--- src/rtl/vram_arbiter_if.sv ---
// Host command port of the VRAM arbiter.
// master : host side (drives the request, receives ready and the read response)
// slave  : arbiter side
//   req_valid/req_we/req_addr/req_wdata  host request (valid/ready handshake)
//   req_ready                            request accepted this cycle (combinational)
//   rsp_valid/rsp_rdata                  one-cycle read-response strobe and data
interface vram_arbiter_if;
   logic        req_valid;
   logic        req_we;
   logic [14:0] req_addr;
   logic [3:0]  req_wdata;
   logic        req_ready;
   logic        rsp_valid;
   logic [3:0]  rsp_rdata;

   modport master (
      output req_valid, req_we, req_addr, req_wdata,
      input  req_ready, rsp_valid, rsp_rdata
   );

   modport slave (
      input  req_valid, req_we, req_addr, req_wdata,
      output req_ready, rsp_valid, rsp_rdata
   );
endinterface

--- src/rtl/vram_arbiter.sv ---
// Shares one single-port synchronous video RAM between VGA scan-out and a host port.
// Scan-out owns every active cycle with x[1:0]==0; the host uses all other cycles.
// Ports:
//   clk, rst_n                 clock, asynchronous active-low reset
//   hs_in/vs_in/active_in, x, y  timing generator inputs
//   host                       host request/response port (vram_arbiter_if.slave)
//   mem_en/we/addr/wdata       registered RAM command, mem_rdata one cycle later
//   pixel                      pixel colour, 0 outside active video
//   hs_out/vs_out/active_out   timing inputs delayed 3 cycles to align with pixel
module vram_arbiter (
   input  logic                 clk,
   input  logic                 rst_n,
   input  logic                 hs_in,
   input  logic                 vs_in,
   input  logic                 active_in,
   input  logic [9:0]           x,
   input  logic [8:0]           y,
   vram_arbiter_if.slave        host,
   output logic                 mem_en,
   output logic                 mem_we,
   output logic [14:0]          mem_addr,
   output logic [3:0]           mem_wdata,
   input  logic [3:0]           mem_rdata,
   output logic [3:0]           pixel,
   output logic                 hs_out,
   output logic                 vs_out,
   output logic                 active_out
);

   localparam int unsigned FB_W     = 160;
   localparam int unsigned FB_WORDS = FB_W * 120;
   localparam int unsigned AW       = 15;
   localparam int unsigned DW       = 4;
   localparam int unsigned DLY      = 3;

   // What the RAM op issued in a given cycle returns to
   typedef enum logic [1:0] {
      TAG_NONE  = 2'd0,
      TAG_SCAN  = 2'd1,
      TAG_HRD   = 2'd2,
      TAG_HOOR  = 2'd3
   } tag_t;

   logic          scan_slot;
   logic          accept;
   logic          in_range;
   logic [AW-1:0] scan_addr;
   logic          unused_y;

   logic          mem_en_q,    mem_en_d;
   logic          mem_we_q,    mem_we_d;
   logic [AW-1:0] mem_addr_q,  mem_addr_d;
   logic [DW-1:0] mem_wdata_q, mem_wdata_d;
   tag_t          tag0_q,      tag0_d;
   tag_t          tag1_q;
   logic          rsp_valid_q, rsp_valid_d;
   logic [DW-1:0] rsp_rdata_q, rsp_rdata_d;
   logic [DW-1:0] pix_q,       pix_d;
   logic [DLY-1:0] hs_dly_q, vs_dly_q, act_dly_q;

   // Arbitration: scan slot has absolute priority
   assign scan_slot = active_in & (x[1:0] == 2'b00);
   assign accept    = host.req_valid & ~scan_slot;
   assign in_range  = host.req_addr < AW'(FB_WORDS);

   // y/4*160 + x/4 as shift-adds (160 = 128 + 32)
   assign scan_addr = (AW'(y[8:2]) << 7) + (AW'(y[8:2]) << 5) + AW'(x[9:2]);
   assign unused_y  = ^y[1:0];

   // Next RAM command and the tag describing where its data goes
   always_comb begin
      mem_en_d    = 1'b0;
      mem_we_d    = 1'b0;
      mem_addr_d  = mem_addr_q;
      mem_wdata_d = mem_wdata_q;
      tag0_d      = TAG_NONE;
      if (scan_slot) begin
         mem_en_d   = 1'b1;
         mem_addr_d = scan_addr;
         tag0_d     = TAG_SCAN;
      end else if (accept) begin
         if (in_range) begin
            mem_en_d   = 1'b1;
            mem_we_d   = host.req_we;
            mem_addr_d = host.req_addr;
            if (host.req_we) begin
               mem_wdata_d = host.req_wdata;
            end else begin
               tag0_d = TAG_HRD;
            end
         end else if (!host.req_we) begin
            tag0_d = TAG_HOOR;
         end
      end
   end

   // Capture returning read data according to the tag of the op that produced it
   always_comb begin
      rsp_valid_d = 1'b0;
      rsp_rdata_d = rsp_rdata_q;
      pix_d       = pix_q;
      case (tag1_q)
         TAG_SCAN: pix_d = mem_rdata;
         TAG_HRD: begin
            rsp_valid_d = 1'b1;
            rsp_rdata_d = mem_rdata;
         end
         TAG_HOOR: begin
            rsp_valid_d = 1'b1;
            rsp_rdata_d = '0;
         end
         default: ;
      endcase
   end

   always_ff @(posedge clk or negedge rst_n) begin
      if (!rst_n) begin
         mem_en_q    <= 1'b0;
         mem_we_q    <= 1'b0;
         mem_addr_q  <= '0;
         mem_wdata_q <= '0;
         tag0_q      <= TAG_NONE;
         tag1_q      <= TAG_NONE;
         rsp_valid_q <= 1'b0;
         rsp_rdata_q <= '0;
         pix_q       <= '0;
         hs_dly_q    <= '0;
         vs_dly_q    <= '0;
         act_dly_q   <= '0;
      end else begin
         mem_en_q    <= mem_en_d;
         mem_we_q    <= mem_we_d;
         mem_addr_q  <= mem_addr_d;
         mem_wdata_q <= mem_wdata_d;
         tag0_q      <= tag0_d;
         tag1_q      <= tag0_q;
         rsp_valid_q <= rsp_valid_d;
         rsp_rdata_q <= rsp_rdata_d;
         pix_q       <= pix_d;
         hs_dly_q    <= {hs_dly_q[DLY-2:0],  hs_in};
         vs_dly_q    <= {vs_dly_q[DLY-2:0],  vs_in};
         act_dly_q   <= {act_dly_q[DLY-2:0], active_in};
      end
   end

   assign host.req_ready = ~scan_slot;
   assign host.rsp_valid = rsp_valid_q;
   assign host.rsp_rdata = rsp_rdata_q;
   assign mem_en         = mem_en_q;
   assign mem_we         = mem_we_q;
   assign mem_addr       = mem_addr_q;
   assign mem_wdata      = mem_wdata_q;
   assign hs_out         = hs_dly_q[DLY-1];
   assign vs_out         = vs_dly_q[DLY-1];
   assign active_out     = act_dly_q[DLY-1];
   assign pixel          = active_out ? pix_q : '0;

endmodule

--- src/flat_wrapper.sv ---
// flat-port wrapper written by rule: the top's interface ports become plain ports
module vram_arbiter_flat 
  (clk, rst_n, hs_in, vs_in, active_in, x, y, mem_en, mem_we, mem_addr, mem_wdata, mem_rdata, pixel, hs_out, vs_out, active_out, host_req_valid, host_req_we, host_req_addr, host_req_wdata, host_req_ready, host_rsp_valid, host_rsp_rdata);
  vram_arbiter_if host_i ();
  input  logic clk;
  input  logic rst_n;
  input  logic hs_in;
  input  logic vs_in;
  input  logic active_in;
  input  logic [9:0] x;
  input  logic [8:0] y;
  output logic mem_en;
  output logic mem_we;
  output logic [14:0] mem_addr;
  output logic [3:0] mem_wdata;
  input  logic [3:0] mem_rdata;
  output logic [3:0] pixel;
  output logic hs_out;
  output logic vs_out;
  output logic active_out;
  input wire logic [$bits(host_i.req_valid)-1:0] host_req_valid;
  input wire logic [$bits(host_i.req_we)-1:0] host_req_we;
  input wire logic [$bits(host_i.req_addr)-1:0] host_req_addr;
  input wire logic [$bits(host_i.req_wdata)-1:0] host_req_wdata;
  output wire logic [$bits(host_i.req_ready)-1:0] host_req_ready;
  output wire logic [$bits(host_i.rsp_valid)-1:0] host_rsp_valid;
  output wire logic [$bits(host_i.rsp_rdata)-1:0] host_rsp_rdata;
  assign host_i.req_valid = host_req_valid;
  assign host_i.req_we = host_req_we;
  assign host_i.req_addr = host_req_addr;
  assign host_i.req_wdata = host_req_wdata;
  assign host_req_ready = host_i.req_ready;
  assign host_rsp_valid = host_i.rsp_valid;
  assign host_rsp_rdata = host_i.rsp_rdata;
  vram_arbiter u_core (.clk(clk), .rst_n(rst_n), .hs_in(hs_in), .vs_in(vs_in), .active_in(active_in), .x(x), .y(y), .host(host_i), .mem_en(mem_en), .mem_we(mem_we), .mem_addr(mem_addr), .mem_wdata(mem_wdata), .mem_rdata(mem_rdata), .pixel(pixel), .hs_out(hs_out), .vs_out(vs_out), .active_out(active_out));
endmodule
--- config.mk ---
export PLATFORM = sky130hd
export DESIGN_NAME = vram_arbiter_flat
export DESIGN_NICKNAME = d
export VERILOG_FILES = /design/src/rtl/vram_arbiter_if.sv /design/src/rtl/vram_arbiter.sv /design/src/flat_wrapper.sv
export SDC_FILE = /design/constraint.sdc
export NUM_CORES = 1
export LEC_CHECK = 0
export CORE_ASPECT_RATIO = 0.5
export CORE_UTILIZATION = 44
export CTS_CLUSTER_DIAMETER = 40
export DETAILED_ROUTE_END_ITERATION = 8
export HOLD_SLACK_MARGIN = 0.03
export MAX_ROUTING_LAYER = met4
export PLACE_DENSITY = 0.87
export REMOVE_ABC_BUFFERS = 1
export SKIP_LAST_GASP = 1
export SLEW_MARGIN = 20
export SYNTH_ARGS = -nofsm -noshare
export SYNTH_HDL_FRONTEND = slang
export SYNTH_SLANG_ARGS = --single-unit
--- constraint.sdc ---
create_clock -name clk -period 1.76 [get_ports clk]
set_clock_uncertainty 0.2 [all_clocks]
set_input_delay 0.352 -clock clk [delete_from_list [all_inputs] [get_ports clk]]
set_output_delay 0.352 -clock clk [all_outputs]
set_load 0.02 [all_outputs]
; ---- After elaboration in Yosys (flattened, before gate mapping)
; Cells that the tools add are included.
[op_classes]
n_addsub = 2
n_div = 0
n_mux = 17
eq_ne = 3
bitwise = 3
mul = 0
reduce_logical = 7
magnitude_cmp = 1
shift = 0
[ops]
columns = operator, count
row1 = 2-to-1 mux 15 bit, 3
row2 = adder 14 x 12 -> 15 bit, 1
row3 = adder 15 x 8 -> 15 bit, 1
row4 = "less-than comparator 15 bit, second input constant", 1
row5 = 2-to-1 mux 2 bit, 5
row6 = case mux 4 bit (2 select lines), 1
row7 = 2-to-1 mux 1 bit, 7
row8 = nonzero test 2 bit, 3
row9 = "equality test 2 bit, second input constant", 2
row10 = 2-to-1 mux 4 bit, 1
row11 = AND reduction 4 bit, 1
row12 = AND 1 bit, 2
row13 = "equality test 2 x 1 -> 1 bit, second input constant", 1
row14 = zero test 2 bit, 1
row15 = AND reduction 2 bit, 1
row16 = OR reduction 2 bit, 1
row17 = inverter 1 bit, 1
[totals]
latch_bits = 0
wordCells = 45
reg_bits = 43
romBits = 0
inputBits = 49
out_inout_bits = 34
mem_bits_rw = 0
mem_count = 0

; ---- Logic depth before layout (Yosys ltp)
; Gate-level depths: netlist of the first run.
[logic_depth]
ltp_word = 6
ltp_mapped = 8
mapped_depth_nobuf = 8

; ---- Worst setup path before layout of the first run
; OpenSTA, ideal clock, no wires.
[synth_timing]
path_kind = input to register
start = in y[2]
end = reg u_core.mem_addr_q[10] (netlist: u_core.mem_addr[10])
stages = 8
required_ns = 1.456
t_arrival_ns = 2.095
setup_ns = 0.104
path_buffers = 0
setup_slack_ns = -0.638
cell_sequence = inv_1 > fa_1 > inv_1 > fa_1 > a211oi_1 > nor2_1 > xnor2_1 > a221oi_1
[synth_via]
elab_chain_cells = 3
[synth_rtl]
columns = item, line_no
row1 = from (decl), flat_wrapper.sv:11  ; input logic [8:0] y;
row2 = adder 14 x 12 -> 15 bit, vram_arbiter.sv:67  ; assign scan_addr = (AW'(y[8:2]) << 7) + (AW'(y[8:2]) << 5) + AW'(x[9:2]);
row3 = adder 15 x 8 -> 15 bit, vram_arbiter.sv:67
row4 = 2-to-1 mux 15 bit, vram_arbiter.sv:77  ; if (scan_slot) begin
row5 = to (signal assigned), vram_arbiter.sv:133  ; mem_addr_q <= mem_addr_d;
row6 = to (decl), vram_arbiter.sv:52  ; logic [AW-1:0] mem_addr_q, mem_addr_d;
; Every way passes these cells.
; A chain may end at the register's enable or synchronous reset.

; ---- Worst setup path after layout of the first run
[layout_timing]
start = in y[2]
end = reg u_core.mem_addr_q[12] (netlist: u_core.mem_addr[12])
; The elaborated chain is that of the path after synthesis.

==> results of run 1 <==
-- kinds of logic after synthesis --
kind of cell	count (synthesis)	share of synthesized area (%)
and+or+nand+nor	53	12.5
adders and majority gates	15	9.38
muxes	22	10.7
AOI/OAI and AO/OA	40	12.6
xor gates and xnor gates	3	1.22
buffers and inverters	19	3.88
DFF	43	49.8
-- repair_timing --
item | in CTS | in global routing
hold buffers | 1 | 0
gates resized for setup | 97 | 15
setup endpoints to repair | 54 | 20
buffers inserted | 4 | 2
pin swaps | 22 | 8
hold endpoints to repair | 43 | 0
cloned | 1 | 0
-- registers in the layout (all words and copies together) (netlist names) --
name,cells
u_core.host.rsp_rdata,4
u_core.act_dly_q,3
u_core.vs_dly_q,3
u_core.mem_wdata,4
u_core.tag0_q,2
u_core.mem_we,1
u_core.pix_q,4
u_core.hs_dly_q,3
u_core.tag1_q,2
u_core.mem_en,1
u_core.host.rsp_valid,1
u_core.mem_addr,15
-- worst paths after layout --
path                            slack (ps)  depth (start not counted)        startpoint                        to
worst max register to register         320                          2  u_core.tag1_q[1]           u_core.pix_q[1]
worst min-delay path                   120                          1         active_in       u_core.act_dly_q[0]
min in group asynchronous              460                          3             rst_n             u_core.mem_en
max in group asynchronous              540                          3             rst_n  u_core.host.rsp_rdata[2]
worst min register to register         160                          0  u_core.tag0_q[0]          u_core.tag1_q[0]
worst max-delay path                  -440                         10              y[2]       u_core.mem_addr[12]
-- layer usage --
metal | GRT usage, % | wire length, um | share of wire, % | vias to the layer above
li1 | - | - | - | 930
met3 | 5.38 | 299 | 4.5 | 26
met4 | 8.94 | 185 | 2.8 | 0
met2 | 53.7 | 3600 | 54 | 74
met5 | - | 0 | 0 | -
met1 | 28.6 | 2570 | 39 | 1010
-- through the flow --
step / hold WS [ps] / utilization [%]
after floorplan: -144 / -
after global placement: 132 / 71.7
after detailed placement: 136 / 71.7
after CTS: 95.6 / 77.4
after global routing: 105 / 78.9
final: 122 / 78.9
-- cell type report --
cell class / instances / share of cell area, %
timing repair buffer: 122 / 30.5
sequential: 43 / 30.0
clock inverter: 3 / 0.662
multi-input combinational: 133 / 33.5
clock buffer: 5 / 1.92
tap: 66 / 2.30
inverter: 11 / 1.15
-- cell usage in the layout, fill, tap and decap left out, drive strengths merged, types with 5 or more instances in the layout --
cell type / n
a211oi: 5
buf: 46
clkbuf: 5
clkdlybuf4s15: 5
clkdlybuf4s50: 27
dfrtp: 43
dlygate4sd2: 41
ha: 13
inv: 12
mux2: 8
mux2i: 14
nand2: 19
nor2: 9
nor3: 7
o21ai: 19
-- power by group through the flow --
| stage | sequential [mW] | combinational, mW | clock, mW |
|---|---|---|---|
| 2_1_floorplan | 1.35 | 0.335 | 0 |
| 3_5_place_dp | 1.22 | 1.02 | 0 |
| 5_1_grt | 1.22 | 1.18 | 0.707 |
| 6_report | 1.21 | 1.10 | 0.645 |
| 4_1_cts | 1.20 | 1.03 | 0.649 |
| 3_3_place_gp | 1.21 | 0.993 | 0 |
-- Yosys cell counts (3+ instances only) --
cell type,count,area share (%)
inv_1,10,1.7
nand2_1,18,3.1
o21ai_1,8,1.9
a211oi_1,5,1.7
nand3_1,4,0.93
and2_1,4,1.2
dfrtp_1,43,50
nor2_1,9,1.6
a21oi_1,3,0.69
o21ai_0,11,2.5
mux2_2,8,4.2
o211ai_1,3,1.0
ha_1,13,7.5
mux2i_1,14,6.5
nor3_1,7,1.6
clkbuf_1,6,1.0
==> impl_metrics.tcl, run 1 <==
set metrics [dict create \
    run_status "finished, violations left" \
    violations "negative setup slack" \
    die_width_um 101 \
    clockBufferDepth 2 \
    switching_share_pct 33.7 \
    netlist_area_um2 2160 \
    post-route-period-util_pct 125 \
    insertion_delay_ps 300 \
    yosysSeqAreaShare_pct 49.8 \
    rsz0062_at_grt "true" \
    hold_path.class "in -> reg" \
    ff_latch_area_um2 1080 \
    drive_gt1_share_pct 30.6 \
    slew-limit-headroom_pct 64.4 \
    maxCapViolCount 0 \
    io_buffers 80 \
    synth-seq-cells 43 \
    drt_wl_total_um 6660 \
    place.gp.congestion 0.979 \
    hold_violations 0 \
    max_freq_mhz 455 \
    placed_cell_area_um2 3260 \
    placed_cells 367 \
    ys_warn_count 0 \
    min_period_ps 2200 \
    pwr-share-clk_pct 21.8 \
    max_stage_delay_ps 540 \
    dp_worst_setup_slack_ps -1300 \
    clock-root-buffer "clkbuf_8" \
    hpwl_um 4270 \
    gr-total-overflow 0 \
    power.total_mw 2.96 \
    seq_power_share_pct 40.9 \
    cts_tree "yes" \
    final_cells 383 \
    power_frac_comb_pct 37.3 \
    synth-edff-count 0 \
    p_sw_mw 0.996 \
    grt_max_degree 44 \
    critPathSlowestCell "fa_1" \
    clk_pin_slew_ps 90 \
    cellPowerDensity_nw_per_um2 823 \
    peakVddDrop_uv 388 \
    crit_type "in -> reg" \
    viasPerCell 5.33 \
    worstPathArrival_ps 2200 \
    finalSetupViolCount 7 \
    antenna_found_initial 0 \
    fin_setup_tns_ps -2680 \
    async_flop_share_pct 100 \
    cts_sinks 43 \
    critPathTopFamily "adder cells" \
    path_buf_inv 4 \
    die_h_um 51.6 \
    numCtsBuffers 5 \
    finalMaxSlewViolations 0 \
    antenna_left 0 \
    start_kind "input pin" \
    fin_ws_ps -436 \
    diodes 0 \
    leakage_nw 1.69 \
    ios 83 \
    critPathRequiredTime_ps 1760 \
    htreeDepth 2 \
    fp.coreArea_um2 4550 \
    rows 17 \
    initial_core_util_pct 47.5 \
    critPathMaxFanout 2 \
    path_cells "buf_6 -> inv_2 -> fa_1 -> inv_2 -> fa_2 -> a211oi_4 -> buf_4 -> nor3b_2 -> mux2i_1 -> a211oi_1" \
    syn_inst 195 \
    dieArea_um2 5210 \
    fin_area_um2 3590 \
    yosys.cell_types.count 39 \
    grt_util_all_layers_pct 27.6 \
    ys.flop_type "dfrtp_1" \
    multi_input_area_um2 1200 \
    drtPass1Iterations 5 \
    areaGrowthSynthToFinish_pct 66.2 \
    cp-end-kind "flop" \
    drt_iter0_markers 109 \
    p_int_mw 1.96 \
    wl_per_cell_um 17.4 \
    grt_pass1_vias 2198 \
    vias 2040 \
    drcViolationCount 0 \
    final_nets 380 \
    fillers 286 \
    grt_pass1_wl_um 10300 \
    syn_area_per_cell_um2 11.1 \
    path_common_cell "inv_2" \
    worst_pin_slew_ps 533 \
]
(Power assumes the default switching activity.)
==> run 2: changes to the inputs <==
- TNS_END_PERCENT: not set -> 1
==> run 2 against run 1 <==
  * The flow still finishes with violations (negative setup slack)
  * Hold slack gained 32 ps
  * Critical path depth shrank 1
  * Worst setup slack lost 61 ps
  * Sequential power is essentially flat
  * Via count shrank 3.5%
  * Clock-buffer cell count is the same
  * Routed wire length shrank 11%
  * Cell count shrank 1.3%
  * Core utilization shrank 2.1 points
  * First-iteration DRC count grew 17%
  * Maximum frequency shrank 2.7%
  * Die area is the same
  * Critical path type unchanged
  * Largest cell class unchanged
==> impl_metrics.tcl, run 2 (synthesized netlist as in run 1, its figures left out) <==
set metrics [dict create \
    run_status "finished, violations left" \
    violations "negative setup slack" \
    fp.coreArea_um2 4550 \
    gr-total-overflow 0 \
    worstPathArrival_ps 2260 \
    rsz0062_at_grt "true" \
    drcViolationCount 0 \
    hold_path.class "reg -> reg" \
    final_nets 375 \
    largest_register_ffs 15 \
    hold_violations 0 \
    drive_gt1_share_pct 26.9 \
    grt_util_met3_pct 4.70 \
    wl_per_cell_um 15.7 \
    max_stage_delay_ps 420 \
    drt_iter0_markers 128 \
    path_buf_inv 2 \
    cellPowerDensity_nw_per_um2 847 \
    clk_pin_slew_ps 80 \
    min_period_ps 2260 \
    initial_core_util_pct 47.5 \
    die_h_um 51.6 \
    worst_pin_slew_ps 511 \
    finalMaxSlewViolations 0 \
    critPathTopFamily "adder cells" \
    antenna_found_initial 0 \
    critPathRequiredTime_ps 1760 \
    max_freq_mhz 443 \
    layout_commonest_cell "clkdlybuf4s50_1" \
    path_cells "clkdlybuf4s15_1 -> ha_4 -> ha_2 -> fa_2 -> a211oi_4 -> buf_6 -> nor3b_4 -> mux2i_1 -> a211oi_1" \
    diodes 0 \
    finalSetupViolCount 54 \
    final_util_pct 76.8 \
    cts_tree "yes" \
    fin_ws_ps -498 \
    ios 83 \
    cp-end-kind "flop" \
    vias 1968 \
    grt_pass1_vias 2025 \
    drt_wl_total_um 5920 \
    grt_use_met2_pct 46.3 \
    grt_max_degree 44 \
    dp_worst_setup_slack_ps -1300 \
    areaGrowthSynthToFinish_pct 61.8 \
    busiest_layer "met2" \
    htreeDepth 2 \
    fillers 297 \
    dieArea_um2 5210 \
    hpwl_um 4270 \
    critPathMaxFanout 2 \
    insertion_delay_ps 290 \
    grt_util_all_layers_pct 24.4 \
    crit_type "in -> reg" \
    clockBufferDepth 2 \
    slew-limit-headroom_pct 65.9 \
    peakVddDrop_uv 392 \
    viasPerCell 5.21 \
    critPathSlowestCell "fa_2" \
    start_kind "input pin" \
    place.gp.congestion 0.979 \
    die_width_um 101 \
    grt_pass1_wl_um 9240 \
    drtPass1Iterations 4 \
    numCtsBuffers 5 \
    cts_sinks 43 \
    maxCapViolCount 0 \
    io_buffers 80 \
    use_met1_pct 26.4 \
    post-route-period-util_pct 128 \
    mostFrequentLayoutCells "71 x clkdlybuf4s50_1, 43 x dfrtp_1, 34 x buf_4" \
    clock-root-buffer "clkbuf_8" \
    leakage_nw 1.55 \
    antenna_left 0 \
    rows 17 \
]
[run 2: cell types whose count changed in the layout (fill, tap and decap cells not counted), moves of 3 or more]
cell / change
buf_4: -4
clkdlybuf4s15_1: -3
clkdlybuf4s50_1: +44
dlygate4sd2_1: -39
ha_4: -3
mux2_2: +4
mux2_4: -4
[run 2: final timing paths]
path,from,to,slack (ps),depth (start not counted)
worst max-delay path,x[8],u_core.mem_addr[12],-500,9
worst min-delay path,u_core.tag0_q[0],u_core.tag1_q[0],150,0
worst max register to register,u_core.tag1_q[1],u_core.pix_q[1],320,2
worst min register to register,u_core.tag0_q[0],u_core.tag1_q[0],150,0
min in group asynchronous,rst_n,u_core.act_dly_q[1],450,3
max in group asynchronous,rst_n,u_core.mem_addr[4],560,3
[run 2: power breakdown]
group          total [mW]  leakage (nW)  internal [mW]  switching [mW]
Sequential           1.20         0.520           1.13          0.0741
Combinational        1.12         0.992          0.593           0.525
Clock               0.639        0.0408          0.284           0.356
[run 2: metrics by stage]
stage	power (mW)	instance area, um2	std cells	hold WS [ps]	TNS [ps]
finish	2.96	3500	378	154	-6360
global route	3.12	3500	378	152	-8860
CTS	2.90	3400	376	156	-5850
detailed placement	2.25	3260	367	136	-14250
global placement	2.21	3260	367	132	-13050
floorplan	1.69	2120	187	-144	-5550
[run 2: cell type report]
cell class | count | area [um2] | area share (%)
multi-input combinational | 133 | 1120 | 32.0
timing repair buffer | 117 | 1080 | 31.0
sequential | 43 | 1080 | 30.8
tap | 66 | 82.6 | 2.36
clock buffer | 5 | 68.8 | 1.97
inverter | 11 | 41.3 | 1.18
clock inverter | 3 | 23.8 | 0.680
[run 2: timing repair]
action,4_1_cts,5_1_grt
gates resized for setup,31,15
endpoints found under the setup margin,54,54
endpoints found under the hold margin,43,0
hold buffers,1,0
buffers inserted,0,2
pin swaps,8,5
gates cloned,0,0
[run 2: per-layer routing]
metal	share of wire, %	wire, um	up-vias
li1	-	-	924
met1	38	2240	949
met2	56	3290	77
met3	4.8	284	18
met4	1.8	108	0
met5	0	0	-
